[src/rtl/muxcont_n.sv]
// Output-port arbiter and crossbar-select controller for one NoC router output.
// Optional build macro MUXCONT_STARVE_EN adds per-input unicast starvation counters.
module muxcont_n #(
    parameter int NPORT      = 5,
    parameter int PORTW      = 3,
    parameter int PORTID     = 0,
    parameter int STARVE_MAX = 15
) (
    input  logic                   clk,
    input  logic                   rst_,
    input  logic [NPORT-1:0]       req,
    input  logic [NPORT*PORTW-1:0] dst,
    input  logic [NPORT-1:0]       mcast,
    input  logic [NPORT-1:0]       tail,
    input  logic                   out_rdy,
    output logic [NPORT-1:0]       grt,
    output logic [NPORT-1:0]       sel,
    output logic                   busy
);

    // state | meaning
    // IDLE  | no packet owns the output; arbitrate every cycle
    // LOCK  | output owned by 'owner' until its tail flit transfers
    typedef enum logic {
        IDLE = 1'b0,
        LOCK = 1'b1
    } state_t;

    localparam int PTRW = (NPORT > 1) ? $clog2(NPORT) : 1;

    state_t           state, state_nxt;
    logic [NPORT-1:0] owner, owner_nxt;
    logic [PTRW-1:0]  rr_ptr, rr_ptr_nxt;
    logic [NPORT-1:0] v, m_req, u_req, starve_g;
    logic             tail_xfer;

    function automatic logic [NPORT-1:0] rr_pick(input logic [NPORT-1:0] vec,
                                                  input logic [PTRW-1:0]  ptr);
        logic [NPORT-1:0] g;
        logic [PTRW-1:0]  idx;
        logic             found;
        g     = '0;
        found = 1'b0;
        for (int k = 0; k < NPORT; k++) begin
            idx = PTRW'((int'(ptr) + k) % NPORT);
            if (!found && vec[idx]) begin
                g[idx] = 1'b1;
                found  = 1'b1;
            end
        end
        return g;
    endfunction

    function automatic logic [PTRW-1:0] next_ptr(input logic [NPORT-1:0] oh);
        logic [PTRW-1:0] w;
        w = '0;
        for (int i = 0; i < NPORT; i++) begin
            if (oh[i]) w = PTRW'(i);
        end
        if (int'(w) == NPORT - 1) return '0;
        return w + PTRW'(1);
    endfunction

    always_comb begin
        v = '0;
        for (int i = 0; i < NPORT; i++) begin
            v[i] = req[i] && (dst[i*PORTW +: PORTW] == PORTW'(PORTID));
        end
    end

    assign m_req = v & mcast;
    assign u_req = v & ~mcast;

`ifdef MUXCONT_STARVE_EN
    localparam int CW = (STARVE_MAX > 0) ? $clog2(STARVE_MAX + 1) : 1;

    logic [CW-1:0]    wait_cnt [NPORT];
    logic [NPORT-1:0] starved;

    always_comb begin
        starved = '0;
        for (int i = 0; i < NPORT; i++) begin
            starved[i] = u_req[i] && (wait_cnt[i] == CW'(STARVE_MAX));
        end
    end

    // isolate the lowest starved input
    assign starve_g = starved & (~starved + NPORT'(1));

    always_ff @(posedge clk) begin
        for (int i = 0; i < NPORT; i++) begin
            if (rst_ || !u_req[i] || grt[i]) begin
                wait_cnt[i] <= '0;
            end else if (wait_cnt[i] != CW'(STARVE_MAX)) begin
                wait_cnt[i] <= wait_cnt[i] + CW'(1);
            end
        end
    end
`else
    assign starve_g = '0;
`endif

    always_comb begin
        grt        = '0;
        state_nxt  = state;
        owner_nxt  = owner;
        rr_ptr_nxt = rr_ptr;

        case (state)
            IDLE: begin
                if (out_rdy) begin
                    if (|starve_g)   grt = starve_g;
                    else if (|m_req) grt = rr_pick(m_req, rr_ptr);
                    else             grt = rr_pick(u_req, rr_ptr);
                end
            end
            LOCK:    grt = owner & v & {NPORT{out_rdy}};
            default: grt = '0;
        endcase

        if (rst_) grt = '0;

        tail_xfer = |(grt & tail);
        // a tail transfer always frees the output, so the next grant is a cycle later
        if (|grt) begin
            if (tail_xfer) begin
                state_nxt  = IDLE;
                owner_nxt  = '0;
                rr_ptr_nxt = next_ptr(grt);
            end else begin
                state_nxt  = LOCK;
                owner_nxt  = grt;
            end
        end
    end

    always_ff @(posedge clk) begin
        if (rst_) begin
            state  <= IDLE;
            owner  <= '0;
            rr_ptr <= '0;
            sel    <= '0;
        end else begin
            state  <= state_nxt;
            owner  <= owner_nxt;
            rr_ptr <= rr_ptr_nxt;
            if (|grt) sel <= grt;
        end
    end

    assign busy = (state == LOCK);

endmodule

[config.mk]
export PLATFORM = sky130hd
export DESIGN_NAME = muxcont_n
export DESIGN_NICKNAME = d
export VERILOG_FILES = /design/src/rtl/muxcont_n.sv
export SDC_FILE = /design/constraint.sdc
export NUM_CORES = 1
export LEC_CHECK = 0
export ABC_AREA = 1
export CAP_MARGIN = 20
export CORE_MARGIN = 3
export CORE_UTILIZATION = 41
export CTS_BUF_LIST = sky130_fd_sc_hd__clkbuf_8
export CTS_CLUSTER_SIZE = 25
export DETAILED_ROUTE_END_ITERATION = 10
export PLACE_DENSITY = 0.67
export SETUP_SLACK_MARGIN = 0.02
export SYNTH_ARGS = -nofsm -noshare
export SYNTH_HDL_FRONTEND = slang
export SYNTH_SLANG_ARGS = --single-unit
[constraint.sdc]
create_clock -name clk -period 5.55 [get_ports clk]
set_clock_uncertainty 0.05 [all_clocks]
set_input_delay 1.665 -clock clk [delete_from_list [all_inputs] [get_ports clk]]
set_output_delay 1.665 -clock clk [all_outputs]
set_load 0.005 [all_outputs]
==> flow_summary.json, run 1 <==
{
  "regToRegStartpoint": "rr_ptr[1]",
  "antenna_cells": 0,
  "cts_root_buf": "clkbuf_8",
  "port_buffers": 43,
  "ff_latch_area_um2": 284,
  "nets": 753,
  "yosysWarnings": 0,
  "crit_required_ps": 3840,
  "arrival_ps": 3780,
  "drt_iter0_drc": 261,
  "num_rows": 31,
  "pre_cts_ws_ps": -687,
  "final_area_um2": 5080,
  "firstDrtPassIters": 5,
  "hold_viol": 0,
  "clkTransAtPathRegs_ps": 60,
  "finalNonFillerCells": 800,
  "synth.net_count": 602,
  "clock_latency_ps": 250,
  "ir_worst_vdd_v": 0.000280,
  "whs_ps": 428,
  "overflow": 0,
  "grt.total_usage_pct": 28.1,
  "vias": 4495,
  "synthFlopType": "dfxtp_1",
  "grt_pass1_vias": 4393,
  "synth_edf_count": 0,
  "finalCoreUtilization_pct": 69.0,
  "clock.fmax_ghz": 0.182,
  "wl_per_cell_um": 16.3,
  "synthCells": 552,
  "syn_area_per_cell_um2": 5.72,
  "yosysSeqAreaShare_pct": 8.87,
  "min_period_ps": 5500,
  "numCtsBuffers": 3,
  "setup_viol": 0,
  "routed_wl_mm": 13.1,
  "place_congestion": 0.953,
  "drive_above_1_share_pct": 43.4,
  "finalCritPeriodShare_pct": 99.1,
  "grt_pass1_wl_mm": 20.1,
  "postRouteAntennaNets": 0,
  "io-pin-count": 44,
  "dp_hpwl_mm": 8.40,
  "antenna_found_initial": 0,
  "drv_cap": 0,
  "drcViolationCount": 0,
  "total_power_mw": 3.03,
  "dieArea_um2": 8790,
  "syn_to_final_growth_pct": 61.0,
  "powerDensity_nw_per_um2": 596,
  "fp.coreArea_um2": 7370,
  "ys_ff_latch": 14,
  "crit_fanout": 4,
  "multiInputGateArea_um2": 3030,
  "worst-setup-path-type": "primary input to output pin",
  "avgViaCountPerCell": 5.62,
  "start_util_pct": 42.9,
  "cts_tree": "yes",
  "die_y_um": 93.8,
  "endpoint_kind": "output pin",
  "grt_max_degree": 13,
  "p_leak_nw": 2.53,
  "outcome": "finished clean",
  "synth.distinct_cells": 38,
  "clk_path_buf_depth": 2,
  "fin_ws_ps": 52.6,
  "fillers": 594,
  "startpoint": "dst[9]",
  "post_dp_cell_area_um2": 4010,
  "clock-sinks": 14,
  "tns_ps": 0,
  "hp-class": "register to register",
  "syn_area_um2": 3160,
  "worstMarginPinSlew_ps": 719,
  "hp-start": "sel[0]",
  "htree_levels": 1,
  "start_kind": "primary input",
  "chipWidth_um": 93.8,
  "max_slew_margin_pct": 52.1,
  "final_max_slew_viol_count": 0,
  "rsz0062_at_grt": "true",
  "async_flop_share_pct": 0,
  "dp_cells": 734
}
-- registers in the layout, indices dropped and copies added (netlist names) --
signal,cells
busy,1
owner,5
rr_ptr,3
sel,5
-- cells by family after synthesis --
kind of cell | share of synthesized area (%)
buffers and inverters | 10.5
AND/OR/NAND/NOR | 62.6
flip-flops | 8.87
adder cells (fa/ha/maj) | 6.74
XOR/XNOR | 2.85
AO/OA/AOI/OAI | 8.48
-- per-layer routing --
| metal | routed length [um] | GRT usage (%) | up-vias |
|---|---|---|---|
| met5 | 0 | 0 | - |
| met4 | 728 | 14.4 | 0 |
| met3 | 1060 | 5.85 | 69 |
| met2 | 6340 | 50.8 | 280 |
| met1 | 4940 | 30.6 | 2041 |
| li1 | - | - | 2105 |
-- critical path, stage by stage --
cell	delay (ps)
dlygate4sd2_1	240
nor3_2	200
nand2_2	150
nor2_4	150
inv_1	90
nand4_1	90
nand2_1	70
nor2_2	130
buf_4	130
nor2_4	40
buf_6	120
buf_6	120
nand3_2	80
nand3_2	80
nand2_2	80
nand2_2	80
nand2_2	90
inv_2	50
buf_6	110
-- layout by cell type (no fill, tap or decap), types with 3 or more instances in the layout --
cell and instances:
clkbuf_8 3, nor2_4 19, nor2_2 10, a21oi_1 12, dfxtp_1 11, nor3_2 3
nor3_1 5, clkbuf_2 7, nand3_4 5, ha_1 14, o21ai_1 8, a21oi_2 4
nand2_1 126, nand2_4 10, o21ai_0 4, nand3_2 34, clkdlybuf4s15_1 7, nor2_1 49
nor3_4 3, nand2_2 43, nand4_1 23, o21ai_2 11, clkdlybuf4s50_1 13, dlymetal6s2s_1 9
inv_4 6, inv_1 51, inv_2 17, nand3_1 54, dfxtp_2 3, buf_6 22
buf_4 85
-- worst paths after layout --
kind / end / cells past startpoint / slack, ps
min reg2reg: sel[0] / 2 / 430
max: grt[1] / 19 / 50
min: sel[0] / 2 / 430
max reg2reg: rr_ptr[0] / 43 / 280
-- synth_stat cells (2+ instances only) --
master      n  area, um^2
nand4_1    23         144
and2_1      2        12.5
a21oi_1    12        60.1
xor2_2      2        32.5
dfxtp_1    14         280
inv_2      10        37.5
inv_1      61         229
ha_1       17         213
nand2_4     7        78.8
clkinv_1    2        7.51
nor2_1     65         244
xnor2_1     2        17.5
nor3_1     10        50.1
o21bai_1    2        15.0
buf_6       3        33.8
nor2_8      2        40.0
nand2_2    21         131
nand4_2     2        25.0
inv_4       2        12.5
a21oi_2     4        35.0
nand3_1    78         390
o21ai_1    10        50.1
xor2_1      2        17.5
nor2_4      6        67.6
nand3_2    14         140
nor2_2      6        37.5
nand2_1   151         567
o21ai_0    10        50.1
o21ai_2     3        26.3
-- what timing repair did --
action,4_1_cts,5_1_grt
resized for setup,125,103
hold buffers,0,0
cloned,2,0
buffers inserted,53,10
setup endpoints to repair,5,7
pin swaps,53,52
-- power breakdown --
group          switching (mW)  internal (mW)
Clock                  0.0364         0.0481
Sequential             0.0306          0.129
Combinational            1.67           1.12
Total                    1.74           1.29
-- layout make-up --
class,instances,area share (%)
Multi-Input combinational cell,460,59.6
Clock buffer,3,0.812
Sequential cell,14,5.59
Tap cell,99,2.44
Timing Repair Buffer,149,25.6
Inverter,75,5.93
Power figures use the tool's default switching activity.
==> run 2, diff against run 1 <==
Settings changed: CELL_PAD_IN_SITES_DETAIL_PLACEMENT set to 2, CELL_PAD_IN_SITES_GLOBAL_PLACEMENT set to 2, CORE_UTILIZATION 41 to 30, GPL_TIMING_DRIVEN set to 0, PLACE_DENSITY 0.67 to 0.88.
==> run 2 against run 1 <==
  * The flow now stops in clock tree synthesis
  * Synthesized cell count stayed put
  * Synthesized area did not move
==> flow_summary.json, run 2 <==
{
  "outcome": "aborted with a tool error",
  "haltStage": "clock tree synthesis",
  "first-error": "[ERROR DPL-0033] detailed placement checks failed during check placement.",
  "place_congestion": 0.938,
  "numCtsBuffers": 3,
  "htree_levels": 1,
  "yosysSeqAreaShare_pct": 8.87,
  "synthFlopType": "dfxtp_1",
  "ys_ff_latch": 14,
  "cts_hold_buf": 0,
  "synth_edf_count": 0,
  "yosysMostFrequentCell": "nand2_1",
  "num_rows": 36,
  "yosysWarnings": 0,
  "dp_cells": 727,
  "cts_root_buf": "clkbuf_8",
  "synth.net_count": 602,
  "port_buffers": 42,
  "io-pin-count": 44,
  "chipWidth_um": 109,
  "synthTopCellsByArea": "nand2_1 18%, nand3_1 12%, dfxtp_1 8.9%",
  "clock-sinks": 14,
  "synth.distinct_cells": 38,
  "yosysTopAreaCellShare_pct": 17.9,
  "dp_hpwl_mm": 11.5,
  "syn_area_per_cell_um2": 5.72,
  "start_util_pct": 31.6,
  "postCtsSetupBuffers": 95,
  "synthCells": 552,
  "async_flop_share_pct": 0,
  "syn_area_um2": 3160,
  "clk_path_buf_depth": 2,
  "die_y_um": 109,
  "cts_resized": 213,
  "yosysTopAreaCell": "nand2_1",
  "ys_top_cells_by_count": "151 x nand2_1, 78 x nand3_1, 65 x nor2_1, 61 x inv_1, 23 x nand4_1"
}
[run 2: cell counts after synthesis]
Identical to the previous run, type by type.
[run 2: logic make-up after synthesis]
group	share of synthesized area [%]
buffers and inverters	10.5
AOI/OAI and AO/OA	8.48
and+or+nand+nor	62.6
xor gates and xnor gates	2.85
adders and majority gates	6.74
DFF	8.87
[run 2: stage by stage]
stage	instance area, um^2	hold WS [ps]	setup slack (ps)
floorplan	3160	406	477
global placement	3740	408	-1020
detailed placement	3740	423	-1150
==> run 3, diff against run 2 <==
Settings changed: CELL_PAD_IN_SITES_DETAIL_PLACEMENT 2 to unset, CELL_PAD_IN_SITES_GLOBAL_PLACEMENT 2 to unset, CORE_UTILIZATION 30 to 26, CTS_BUF_LIST sky130_fd_sc_hd__clkbuf_8 to unset, CTS_CLUSTER_SIZE 25 to unset, PLACE_DENSITY 0.88 to unset, PLACE_DENSITY_LB_ADDON set to 0.15, SETUP_SLACK_MARGIN 0.02 to unset.
==> run 3 against run 2 <==
  * The flow now finishes without violations
==> flow_summary.json, run 3 (synthesis gave the netlist of run 1 again) <==
{
  "r2r-end": "rr_ptr[0]",
  "port_buffers": 42,
  "dp_hpwl_mm": 8.57,
  "vias": 4232,
  "hp-start": "sel[3]",
  "grt_max_degree": 11,
  "timing.critical_path.mode_cell": "buf_4",
  "grt.total_usage_pct": 17.2,
  "dieArea_um2": 13500,
  "overflow": 0,
  "drt_iter0_drc": 244,
  "max_slew_margin_pct": 44.8,
  "firstDrtPassIters": 5,
  "avgViaCountPerCell": 4.98,
  "clk_path_buf_depth": 2,
  "die_y_um": 116,
  "finalCoreUtilization_pct": 44.8,
  "rr_worst_depth": 47,
  "clock_latency_ps": 250,
  "regToRegStartpoint": "rr_ptr[0]",
  "antenna_found_initial": 2,
  "postRouteAntennaNets": 0,
  "layout_common_cells": "118 x nand2_1, 91 x buf_4, 65 x nand3_1",
  "grt_pass1_wl_mm": 18.8,
  "cp_num_buf_inv": 13,
  "finalCritPeriodShare_pct": 99.7,
  "grt_pass1_vias": 3840,
  "outcome": "finished clean",
  "total_power_mw": 2.86,
  "min_period_ps": 5530,
  "dp_cells": 737,
  "fp.coreArea_um2": 11700,
  "cts_root_buf": "clkbuf_16",
  "drv_cap": 0,
  "nets": 755,
  "reg2reg_slack_ps": 290,
  "worstMarginPinSlew_ps": 829,
  "clock-sinks": 14,
  "start_util_pct": 27.1,
  "powerDensity_nw_per_um2": 548,
  "cts_tree": "yes",
  "chipWidth_um": 116,
  "wl_per_cell_um": 14.7,
  "start_kind": "primary input",
  "final_max_slew_viol_count": 0,
  "crit_required_ps": 3840,
  "hold_viol": 0,
  "cpMaxStageDelayCell": "a21oi_1",
  "tns_ps": 0,
  "ir_worst_vdd_v": 0.000267,
  "hold_depth": 2,
  "hp-class": "register to register",
  "finalNonFillerCells": 849,
  "final_common_cell": "nand2_1",
  "io-pin-count": 44,
  "whs_ps": 415,
  "crit_fanout": 2,
  "syn_to_final_growth_pct": 65.3,
  "path_depth": 17,
  "hold_end": "sel[3]",
  "path_cells": "clkdlybuf4s15_1, nor3_4, buf_4, buf_4, buf_4, buf_4, buf_4, buf_4, buf_4, buf_4, buf_4, buf_4, nand3_1, a21oi_1, nand2_4, inv_4, buf_6",
  "p_leak_nw": 2.58,
  "num_rows": 39,
  "endpoint_kind": "output pin",
  "numCtsBuffers": 3,
  "setup_viol": 0,
  "drive_above_1_share_pct": 44.7,
  "clock.fmax_ghz": 0.181,
  "place_congestion": 0.902,
  "slowest_delay_ps": 390,
  "drcViolationCount": 0,
  "arrival_ps": 3820,
  "critical-path-top-delay-family": "buffers and inverters",
  "fillers": 1144,
  "htree_levels": 1,
  "worst-setup-path-type": "primary input to output pin",
  "routed_wl_mm": 12.5,
  "reg_top3": "owner (5), sel (5), rr_ptr (3)",
  "clkTransAtPathRegs_ps": 50
}
[run 3: through the flow]
stage                     cell area, um^2  worst slack (ps)
after global routing                 5220             -39.2
after detailed placement             3760             -1090
after global placement               3760             -1110
after CTS                            4630            0.0537
final                                5220              18.8
after floorplan                      3160               477
[run 3: how the worst max path moves through the flow]
stage / start / to
finish: dst[11] / grt[3]
global route: rr_ptr[1] / grt[0]
CTS: rr_ptr[1] / grt[0]
detailed placement: dst[13] / grt[4]
global placement: dst[13] / grt[4]
floorplan: rr_ptr[1] / grt[0]
[run 3: metal layers]
| layer | track usage (%) | vias up | part of all wire (%) |
|---|---|---|---|
| met1 | 22.1 | 1934 | 43 |
| met3 | 2.18 | 33 | 6.0 |
| li1 | - | 2118 | - |
| met2 | 30.0 | 147 | 48 |
| met4 | 5.34 | 0 | 3.0 |
| met5 | 0 | - | 0 |
[run 3: power breakdown]
group          internal (mW)  switching, mW  leakage (nW)
clock                  0.110         0.0481        0.0442
sequential             0.130         0.0340         0.116
combinational           1.02           1.52          2.42
[run 3: final cells by class]
class                           count  area, um^2  area share [%]
Multi-Input combinational cell    462        3080            59.0
Inverter                           75         320            6.14
Buffer                              5        61.3            1.17
Antenna cell                        2        5.00          0.0959
Sequential cell                    14         288            5.51
Clock buffer                        4        88.8            1.70
Tap cell                          143         179            3.43
Timing Repair Buffer              144        1200            22.9
[run 3: repair_timing]
item / CTS / global route
cloned: 3 / 1
pin swaps: 60 / 83
buffers inserted: 66 / 37
setup endpoints to repair: 5 / 7
resized for setup: 133 / 117
hold buffers: 0 / 0
[run 3: tightest hold or removal path, stage by stage, from the launching register on]
cell,delay [ps]
dfxtp_1,300
nand2_1,60
o21ai_1,60
